**src/rtl/sar_pkg.sv**
```systemverilog
// Shared definitions for the SAR conversion sequencer.
//   state_t         : sequencer FSM states
//   SAR_WIDTH       : result width of the SAR control block
//   DEFAULT_TIMEOUT : default go-to-completion limit in cycles
package sar_pkg;

    typedef enum logic [2:0] {
        IDLE,
        TRIGGER,
        WAIT_CLEAR,
        WAIT_DONE,
        OUTPUT,
        PAUSE
    } state_t;

    localparam int SAR_WIDTH       = 16;
    localparam int DEFAULT_TIMEOUT = 64;

endpackage

```
**src/rtl/sar_seq_downcounter.sv**
```systemverilog
// Loadable down-counter with a zero flag. Load has priority over
// decrement; decrementing stops at zero instead of wrapping.
//   clk        : clock
//   reset      : synchronous active-high reset (count -> 0)
//   load       : load load_value this cycle
//   load_value : value to load
//   dec        : decrement by one this cycle (ignored when zero)
//   zero       : current count is zero
module sar_seq_downcounter #(
    parameter int W = 8
) (
    input  logic         clk,
    input  logic         reset,
    input  logic         load,
    input  logic [W-1:0] load_value,
    input  logic         dec,
    output logic         zero
);

    logic [W-1:0] count_reg;
    logic [W-1:0] count_next;

    always_comb begin
        count_next = count_reg;
        if (load) begin
            count_next = load_value;
        end else if (dec && (count_reg != '0)) begin
            count_next = count_reg - W'(1);
        end
    end

    always_ff @(posedge clk) begin
        if (reset) begin
            count_reg <= '0;
        end else begin
            count_reg <= count_next;
        end
    end

    assign zero = (count_reg == '0);

endmodule

```
**src/rtl/sar_conversion_sequencer.sv**
```systemverilog
// Initiator for the SAR go/valid/result handshake. Triggers 2^LOG2_AVG
// conversions back to back (each bounded by a timeout), averages them by
// truncation and offers the result on a valid/ready stream, then waits
// a programmable idle interval before the next batch.
//   clk, reset             : clock, synchronous active-high reset
//   enable                 : allow new batches (checked in IDLE only)
//   interval               : idle cycles between a transfer and next batch
//   err_clear              : clears the sticky err flag
//   sar_go                 : one-cycle conversion request
//   sar_valid, sar_result  : SAR completion level and result
//   out_data, out_valid,
//   out_ready              : averaged result stream
//   busy                   : FSM not in IDLE
//   err                    : sticky timeout flag
//   conv_idx               : conversions completed in current batch
import sar_pkg::*;

module sar_conversion_sequencer #(
    parameter int WIDTH    = SAR_WIDTH,
    parameter int LOG2_AVG = 2,
    parameter int TIMEOUT  = DEFAULT_TIMEOUT,
    parameter int IVL_W    = 16
) (
    input  logic                clk,
    input  logic                reset,
    input  logic                enable,
    input  logic [IVL_W-1:0]    interval,
    input  logic                err_clear,
    output logic                sar_go,
    input  logic                sar_valid,
    input  logic [WIDTH-1:0]    sar_result,
    output logic [WIDTH-1:0]    out_data,
    output logic                out_valid,
    input  logic                out_ready,
    output logic                busy,
    output logic                err,
    output logic [LOG2_AVG:0]   conv_idx
);

    localparam int ACC_W = WIDTH + LOG2_AVG;
    localparam int CNT_W = LOG2_AVG + 1;
    localparam int TO_W  = (TIMEOUT > 2) ? $clog2(TIMEOUT) : 1;
    localparam logic [CNT_W-1:0] BATCH = CNT_W'(2 ** LOG2_AVG);

    state_t               state_reg, state_next;
    logic [ACC_W-1:0]     acc_reg, acc_next;
    logic [CNT_W-1:0]     conv_idx_reg, conv_idx_next;
    logic [WIDTH-1:0]     out_data_reg, out_data_next;
    logic                 err_reg, err_next;
    logic                 sar_go_reg, out_valid_reg, busy_reg;

    logic                 timeout;
    logic                 to_load, to_dec, to_zero;
    logic                 ivl_load, ivl_dec, ivl_zero;
    logic [IVL_W-1:0]     ivl_load_value;

    // The timeout counter is loaded on entry to TRIGGER and runs through
    // TRIGGER and both wait states, so it reaches zero in the cycle before
    // err becomes visible: err rises exactly TIMEOUT cycles after sar_go.
    assign to_load = (state_next == TRIGGER);
    assign to_dec  = (state_reg == TRIGGER) || (state_reg == WAIT_CLEAR) ||
                     (state_reg == WAIT_DONE);

    sar_seq_downcounter #(.W(TO_W)) u_timeout_cnt (
        .clk        (clk),
        .reset      (reset),
        .load       (to_load),
        .load_value (TO_W'(TIMEOUT - 1)),
        .dec        (to_dec),
        .zero       (to_zero)
    );

    // Loaded with interval-1 so PAUSE lasts exactly interval cycles
    // (IDLE adds one more before the next TRIGGER).
    sar_seq_downcounter #(.W(IVL_W)) u_interval_cnt (
        .clk        (clk),
        .reset      (reset),
        .load       (ivl_load),
        .load_value (ivl_load_value),
        .dec        (ivl_dec),
        .zero       (ivl_zero)
    );

    always_comb begin
        state_next     = state_reg;
        acc_next       = acc_reg;
        conv_idx_next  = conv_idx_reg;
        out_data_next  = out_data_reg;
        timeout        = 1'b0;
        ivl_load       = 1'b0;
        ivl_load_value = '0;
        ivl_dec        = 1'b0;

        case (state_reg)
            IDLE: begin
                acc_next      = '0;
                conv_idx_next = '0;
                if (enable && !err_reg) begin
                    state_next = TRIGGER;
                end
            end
            TRIGGER: begin
                state_next = WAIT_CLEAR;
            end
            WAIT_CLEAR: begin
                if (to_zero) begin
                    timeout = 1'b1;
                end else if (!sar_valid) begin
                    state_next = WAIT_DONE;
                end
            end
            WAIT_DONE: begin
                // valid was seen low in WAIT_CLEAR, so a high level here is
                // the rising edge of this conversion's completion.
                if (to_zero) begin
                    timeout = 1'b1;
                end else if (sar_valid) begin
                    acc_next      = acc_reg + ACC_W'(sar_result);
                    conv_idx_next = conv_idx_reg + CNT_W'(1);
                    if (conv_idx_next == BATCH) begin
                        out_data_next = acc_next[ACC_W-1:LOG2_AVG];
                        state_next    = OUTPUT;
                    end else begin
                        state_next = TRIGGER;
                    end
                end
            end
            OUTPUT: begin
                if (out_ready) begin
                    if ((interval == '0) && enable) begin
                        state_next = IDLE;
                    end else begin
                        state_next     = PAUSE;
                        ivl_load       = 1'b1;
                        ivl_load_value = (interval == '0) ? '0 : interval - IVL_W'(1);
                    end
                end
            end
            PAUSE: begin
                if (ivl_zero) begin
                    state_next = IDLE;
                end else begin
                    ivl_dec = 1'b1;
                end
            end
            default: begin
                state_next = IDLE;
            end
        endcase

        if (timeout) begin
            state_next = IDLE;
        end

        // Setting the flag beats a simultaneous clear.
        if (timeout) begin
            err_next = 1'b1;
        end else if (err_clear) begin
            err_next = 1'b0;
        end else begin
            err_next = err_reg;
        end
    end

    always_ff @(posedge clk) begin
        if (reset) begin
            state_reg     <= IDLE;
            acc_reg       <= '0;
            conv_idx_reg  <= '0;
            out_data_reg  <= '0;
            err_reg       <= 1'b0;
            sar_go_reg    <= 1'b0;
            out_valid_reg <= 1'b0;
            busy_reg      <= 1'b0;
        end else begin
            state_reg     <= state_next;
            acc_reg       <= acc_next;
            conv_idx_reg  <= conv_idx_next;
            out_data_reg  <= out_data_next;
            err_reg       <= err_next;
            sar_go_reg    <= (state_next == TRIGGER);
            out_valid_reg <= (state_next == OUTPUT);
            busy_reg      <= (state_next != IDLE);
        end
    end

    assign sar_go    = sar_go_reg;
    assign out_valid = out_valid_reg;
    assign out_data  = out_data_reg;
    assign busy      = busy_reg;
    assign err       = err_reg;
    assign conv_idx  = conv_idx_reg;

endmodule

```
**config.mk**
```make
export PLATFORM = sky130hd
export DESIGN_NAME = sar_conversion_sequencer
export DESIGN_NICKNAME = d
export VERILOG_FILES = /design/src/rtl/sar_pkg.sv /design/src/rtl/sar_seq_downcounter.sv /design/src/rtl/sar_conversion_sequencer.sv
export SDC_FILE = /design/constraint.sdc
export NUM_CORES = 1
export LEC_CHECK = 0
export CORE_MARGIN = 2
export CORE_UTILIZATION = 24
export DETAILED_ROUTE_END_ITERATION = 8
export PLACE_DENSITY = 0.51
export SETUP_SLACK_MARGIN = 0.3
export SLEW_MARGIN = 0
export SYNTH_ARGS = -nofsm -noshare
export SYNTH_HDL_FRONTEND = slang
export SYNTH_SLANG_ARGS = --single-unit
```
**constraint.sdc**
```tcl
create_clock -name clk -period 2.2 [get_ports clk]
set_clock_uncertainty 0.15 [all_clocks]
set_input_delay 0.44 -clock clk [delete_from_list [all_inputs] [get_ports clk]]
set_output_delay 0.44 -clock clk [all_outputs]
set_load 0.02 [all_outputs]
```
After elaboration in Yosys (flattened, before gate mapping) --
Cells that the tools add are included.
Word-level totals: register bits after elaboration 66
Operators by class: add/subtract/negate cells 5, equality and inequality tests 10, mux-type cells 34, bitwise gates (word level) 1, reductions and logical operators 21
Operators with widths (number):
- $mux 16 | 6
- $mux 18 | 2
- $mux 3 | 12
- $pmux 18 s2 | 1
- $logic_not 16->1 | 2
- $sub 16x1->16 const B | 2
- $add 18x16->18 | 1
- $pmux 3 s6 | 1
- $reduce_bool 16->1 | 1
- $eq 3x3->1 const B | 4
- $mux 6 | 2
- $mux 1 | 9
- $reduce_bool 2->1 | 4
- $eq 3x1->1 const B | 2
- $eq 3x2->1 const B | 2
- $logic_not 6->1 | 1
- $pmux 3 s2 | 1
- $reduce_bool 6->1 | 1
- $sub 6x1->6 const B | 1
- $logic_and 1x1->1 | 4
- $ne 2x2->1 const B | 2
- $reduce_and 4->1 | 1
- $add 3x1->3 const B | 1
- $logic_not 3->1 | 1
- other kinds (6) | 7

Logic depth before layout (Yosys ltp) --
word-level depth 9, depth in mapped cells 11

Modules after synthesis --
A second synthesis with hierarchy kept.
Unflattened totals: cell total of the unflattened synthesis 559, area total of the unflattened synthesis 4481.8 µm²
By module, submodules not included:
- sar_conversion_sequencer | instances 1, cells an instance 387, area each 2966.6 µm², sequential area each 880.8 µm²
- sar_seq_downcounter (u_interval_cnt) | instances 1, cells an instance 130, area each 1143.6 µm², sequential area each 320.3 µm²
- sar_seq_downcounter (u_timeout_cnt) | instances 1, cells an instance 42, area each 371.6 µm², sequential area each 120.1 µm²

Least setup slack after synthesis --
Ideal clock, no wire load.
kind input-to-reg, start input port sar_result[0], end register acc_reg[16], library setup time 106 ps, arrival 2119 ps, data required time 1944 ps, slack -175 ps, cell stages on the path 9, path through ha_1 -> inv_1 -> fa_1 -> nand2b_1 -> a21oi_1 -> o2111a_1 -> o211a_1 -> or2_2 -> o311ai_0
On the way: longest elaborated chain between the ends 4
RTL lines:
- start, declared | line sar_conversion_sequencer.sv:31 | input logic [WIDTH-1:0] sar_result,
- $add 18x16->18 | line sar_conversion_sequencer.sv:118 | acc_next = acc_reg + ACC_W'(sar_result);
- $mux 18 | line sar_conversion_sequencer.sv:117 | end else if (sar_valid) begin
- $mux 18 | line sar_conversion_sequencer.sv:115 | if (to_zero) begin
- $pmux 18 s2 | line sar_conversion_sequencer.sv:94 | case (state_reg)
- end signal, assigned | line sar_conversion_sequencer.sv:177 | acc_reg <= acc_next;
- end, declared | line sar_conversion_sequencer.sv:46 | logic [ACC_W-1:0] acc_reg, acc_next;
Every way passes these cells. The select of a mux whose other input is x is not followed. A chain may end at the register's enable or synchronous reset.

Worst setup path after layout --
start register acc_reg[1], end register acc_reg[11]
On the way: longest elaborated chain between the ends 4
RTL lines (line):
- $add 18x16->18 | sar_conversion_sequencer.sv:118
- $mux 18 | sar_conversion_sequencer.sv:117
- $mux 18 | sar_conversion_sequencer.sv:115
- $pmux 18 s2 | sar_conversion_sequencer.sv:94
Every way passes these cells. The select of a mux whose other input is x is not followed.

==> results.txt <==
The routed length on met1 is 6.75 mm. The sum of negative setup slack is -0.0839 ns. The wire length reported by the detailed router came out at 14.9 mm.

The checks that failed: negative setup slack. The TritonCTS buffer count is 9. The number of flops mapped to enable cells by yosys is 0. The number of standard-cell rows in the floorplan came out at 49. The class of the most critical hold timing path is flip-flop to flip-flop. The post-route fraction of the period consumed by the critical path came out at 102%. At the worst endpoint, the required time is 2.27 ns. The clock tree from TritonCTS is yes. The setup check on the worst reg-to-reg path leaves a slack of -0.04 ns.

VDD sags by at most 347 uV. The number of I/O pins came out at 61. The number of DRC markers in iteration 0 came out at 333. The worst-margin pin slew came out at 0.575 ns.

The number of antenna cells inserted came out at 0. The relative max-transition margin came out at 61.6%. The Yosys warning count is 0. The switching fraction of total power is 33.0%.

The synthesized netlist cell count is 545. Dividing the detail-routed via count by the number of cells gives 4.93. After clock tree synthesis, the clock-pin slew on the worst setup and hold paths is 0.06 ns. The number of antenna violations at the first check in global routing came out at 0. The number of nets handed over by synthesis was 608. Synthesis inferred 66 register bits. Summed over all nets, the switching power comes to 1.53 mW. Combinational cells account for 35.8% of the total power. The number of global-route vias before repair was 4,804. The total congestion overflow came out at 0. In this run the critical register-to-register path is captured at acc_reg[11]. The non-filler instance count after layout came out at 975. In this run the worst path has a maximum fanout of 4. Setup repair after global routing could not meet its margin everywhere. STA classifies the critical path startpoint as a flip-flop. The post-synthesis cell type count came out at 73. Dividing the detail-routed wire length by the instance count gives 15.3 um.

The count of buffers inserted at the top-level ports is 60. The length in cells of the worst reg-to-reg path is 10. For this block, the via count after detailed routing is 4,806.

The critical path ends at acc_reg[11]. The part of the power in registers is 30.8%. The number of sinks on the clock net is 66.

The share of total power dissipated in the clock network is 33.5%. Entering global routing, the biggest net connects 30 pins. The first-pass GRT wire length came out at 23.7 mm. The final RePlAce weighted congestion is 0.824. The endpoint type of the worst setup path is a flip-flop. The area of the mapped netlist is 4390 um2. In this run the worst setup path begins at acc_reg[1]. The half-perimeter wire length after detailed placement came out at 10.3 mm. The layout cell share with drive strength beyond 1 came out at 46.8%. After routing the design area is 7700 um2. The minimum clock period after layout came out at 2.24 ns.

The total cell area at the placement stage is 6270 um2. Max-cap violations in this run came to 0. The synthesized area divided by synthesized cell count is 8.05 um2. Final hold analysis gives a worst-case slack of 0.308 ns.

The critical path is of the flip-flop to flip-flop type. Summed over all nets, wire length on met3 after detailed routing comes to 607 um. The leakage component of the power came out at 3.20 nW. The arrival time reported for the critical path endpoint is 2.31 ns. The number of placed instances, taps included came out at 914. The power density normalized to cell area is 601 nW/um2.

The maximum clock insertion buffer count came out at 2. The hold-critical path depth is 2. Among all flip-flop cells after synthesis, the most frequent one is dfxtp_1.

After filler insertion, the fill cell instance count of the layout stands at 1,711. Across all setup checks in the final design, the least slack found is -0.0352 ns. The final count of pins violating max slew is 0. The later-pin clock latency in the skew report came out at 0.33 ns. In the detailed route, the total length drawn on met2 is 7.37 mm. The synthesis-to-layout area growth is 75.4%. For this run, asynchronously set or reset flops after synthesis account for 0%. The timing-limited maximum frequency came out at 447 MHz. The net count reported at finish came out at 804. The starting density of the core is 24.4%.

The die outline area is 19,400 um2. The number of flip-flops in the largest register came out at 18. The core region is 18,000 um2. The root buffer cell chosen for the clock tree is clkbuf_16. The H-tree generated during clock tree synthesis spans 3 levels. The final routed DRC violation total is 0. The run finished, with violations left. Signal routing reaches up to met4. The height of the die came out at 139 um.

The final setup violation count came out at 6. The worst register-to-register path begins at acc_reg[1]. The portion of the post-synthesis area used by sequential elements is 30.1%. The iteration count of the initial detailed-routing pass is 4.

The internal power consumption came out at 3.10 mW. The global-route usage over all layers came out at 14.9%. The die width came out at 139 um. The final-report hold violation count is 0.

In this run the remaining antenna-violating nets after routing total 0.
[worst max-delay path, stage by stage, from the launching register on]
cell,delay [ns]
dfxtp_2,0.33
ha_4,0.27
a21oi_4,0.05
nand4b_1,0.22
buf_4,0.18
a21oi_4,0.26
buf_4,0.17
buf_6,0.09
o21a_1,0.17
o31ai_1,0.07
and2_1,0.15
[cells in the final DEF, fill, tap and decap left out, types with 13 or more instances in the layout]
master           instances
buf_4                  120
nor3_1                  17
dlygate4sd2_1           21
ha_4                    18
xor2_1                  13
clkdlybuf4s50_1         16
dfxtp_1                 50
a21oi_1                 21
dfxtp_2                 13
nand3_1                 24
nand2_1                 46
buf_6                   19
a21oi_2                 15
nor2_1                  45
[synth_stat cells (5+ instances only)]
library cell  instances  area [um2]
a21o_1                7        52.6
a21oi_1              40         200
and2_1                7        43.8
and3_1                8        50.1
buf_2                 9        45.0
clkbuf_1             12        45.0
dfxtp_1              66        1320
ha_1                 24         300
inv_1                20        75.1
nand2_1              49         184
nand3_1              34         170
nand4_1               7        43.8
nor2_1               59         221
nor2b_1               6        37.5
nor3_1               25         125
o21a_1                5        37.5
o21ai_0              19        95.1
o21ai_2               6        52.6
o311ai_0              7        61.3
or3_1                 8        50.1
xnor2_1              15         131
xor2_1               14         123
[per-layer routing]
metal,up-vias,track usage [%]
li1,2402,-
met1,2286,18.9
met2,105,26.1
met3,13,2.62
met4,0,3.72
met5,-,0
[what timing repair did]
item | in CTS | in global routing
gates resized for setup | 171 | 82
buffers inserted | 27 | 15
endpoints found under the setup margin | 69 | 68
gates cloned | 2 | 1
pin swaps | 80 | 57
hold buffers | 0 | 0
[power groups by stage]
stage          clock [mW]  combinational (mW)  sequential (mW)
2_1_floorplan           0               0.753             1.44
3_3_place_gp            0                1.38             1.42
3_5_place_dp            0                1.40             1.43
4_1_cts              1.58                1.54             1.42
5_1_grt              1.63                1.80             1.43
6_report             1.55                1.65             1.42
[cell families (layout without fill, tap and decap cells)]
family / after synthesis / count (layout) / share of synthesized area, %
and+or+nand+nor: 236 / 236 / 27.7
AOI/OAI and AO/OA: 143 / 143 / 24.5
DFF: 66 / 66 / 30.1
buffers and inverters: 46 / 247 / 4.53
xor gates and xnor gates: 29 / 29 / 5.79
adders and majority gates: 25 / 25 / 7.30
[worst min-delay path by stage]
stage	from	end	slack, ns
global placement	out_data[10]	out_data[10]	0.29
finish	out_data[1]	out_data[1]	0.31
CTS	out_data[6]	out_data[6]	0.31
detailed placement	out_data[6]	out_data[6]	0.30
floorplan	acc_reg[14]	acc_reg[14]	0.31
global route	out_data[1]	out_data[1]	0.33
[layout make-up]
class | instances | area [um2] | area share [%]
clock buffers | 15 | 288 | 3.74
clock inverters | 1 | 30.0 | 0.390
repair buffers | 210 | 1870 | 24.3
flip-flops and latches | 66 | 1350 | 17.5
multi-input cells | 433 | 3770 | 49.0
well taps | 229 | 287 | 3.72
inverters | 21 | 101 | 1.32
[stage by stage]
step,worst slack (ns),power [mW],util (%)
CTS,-0.00627,4.54,40.3
global route,-0.0995,4.86,42.8
global placement,-0.580,2.80,34.9
floorplan,0.0386,2.19,-
finish,-0.0352,4.62,42.8
detailed placement,-0.638,2.83,34.9
No activity file was read; power rests on OpenSTA's default activity.
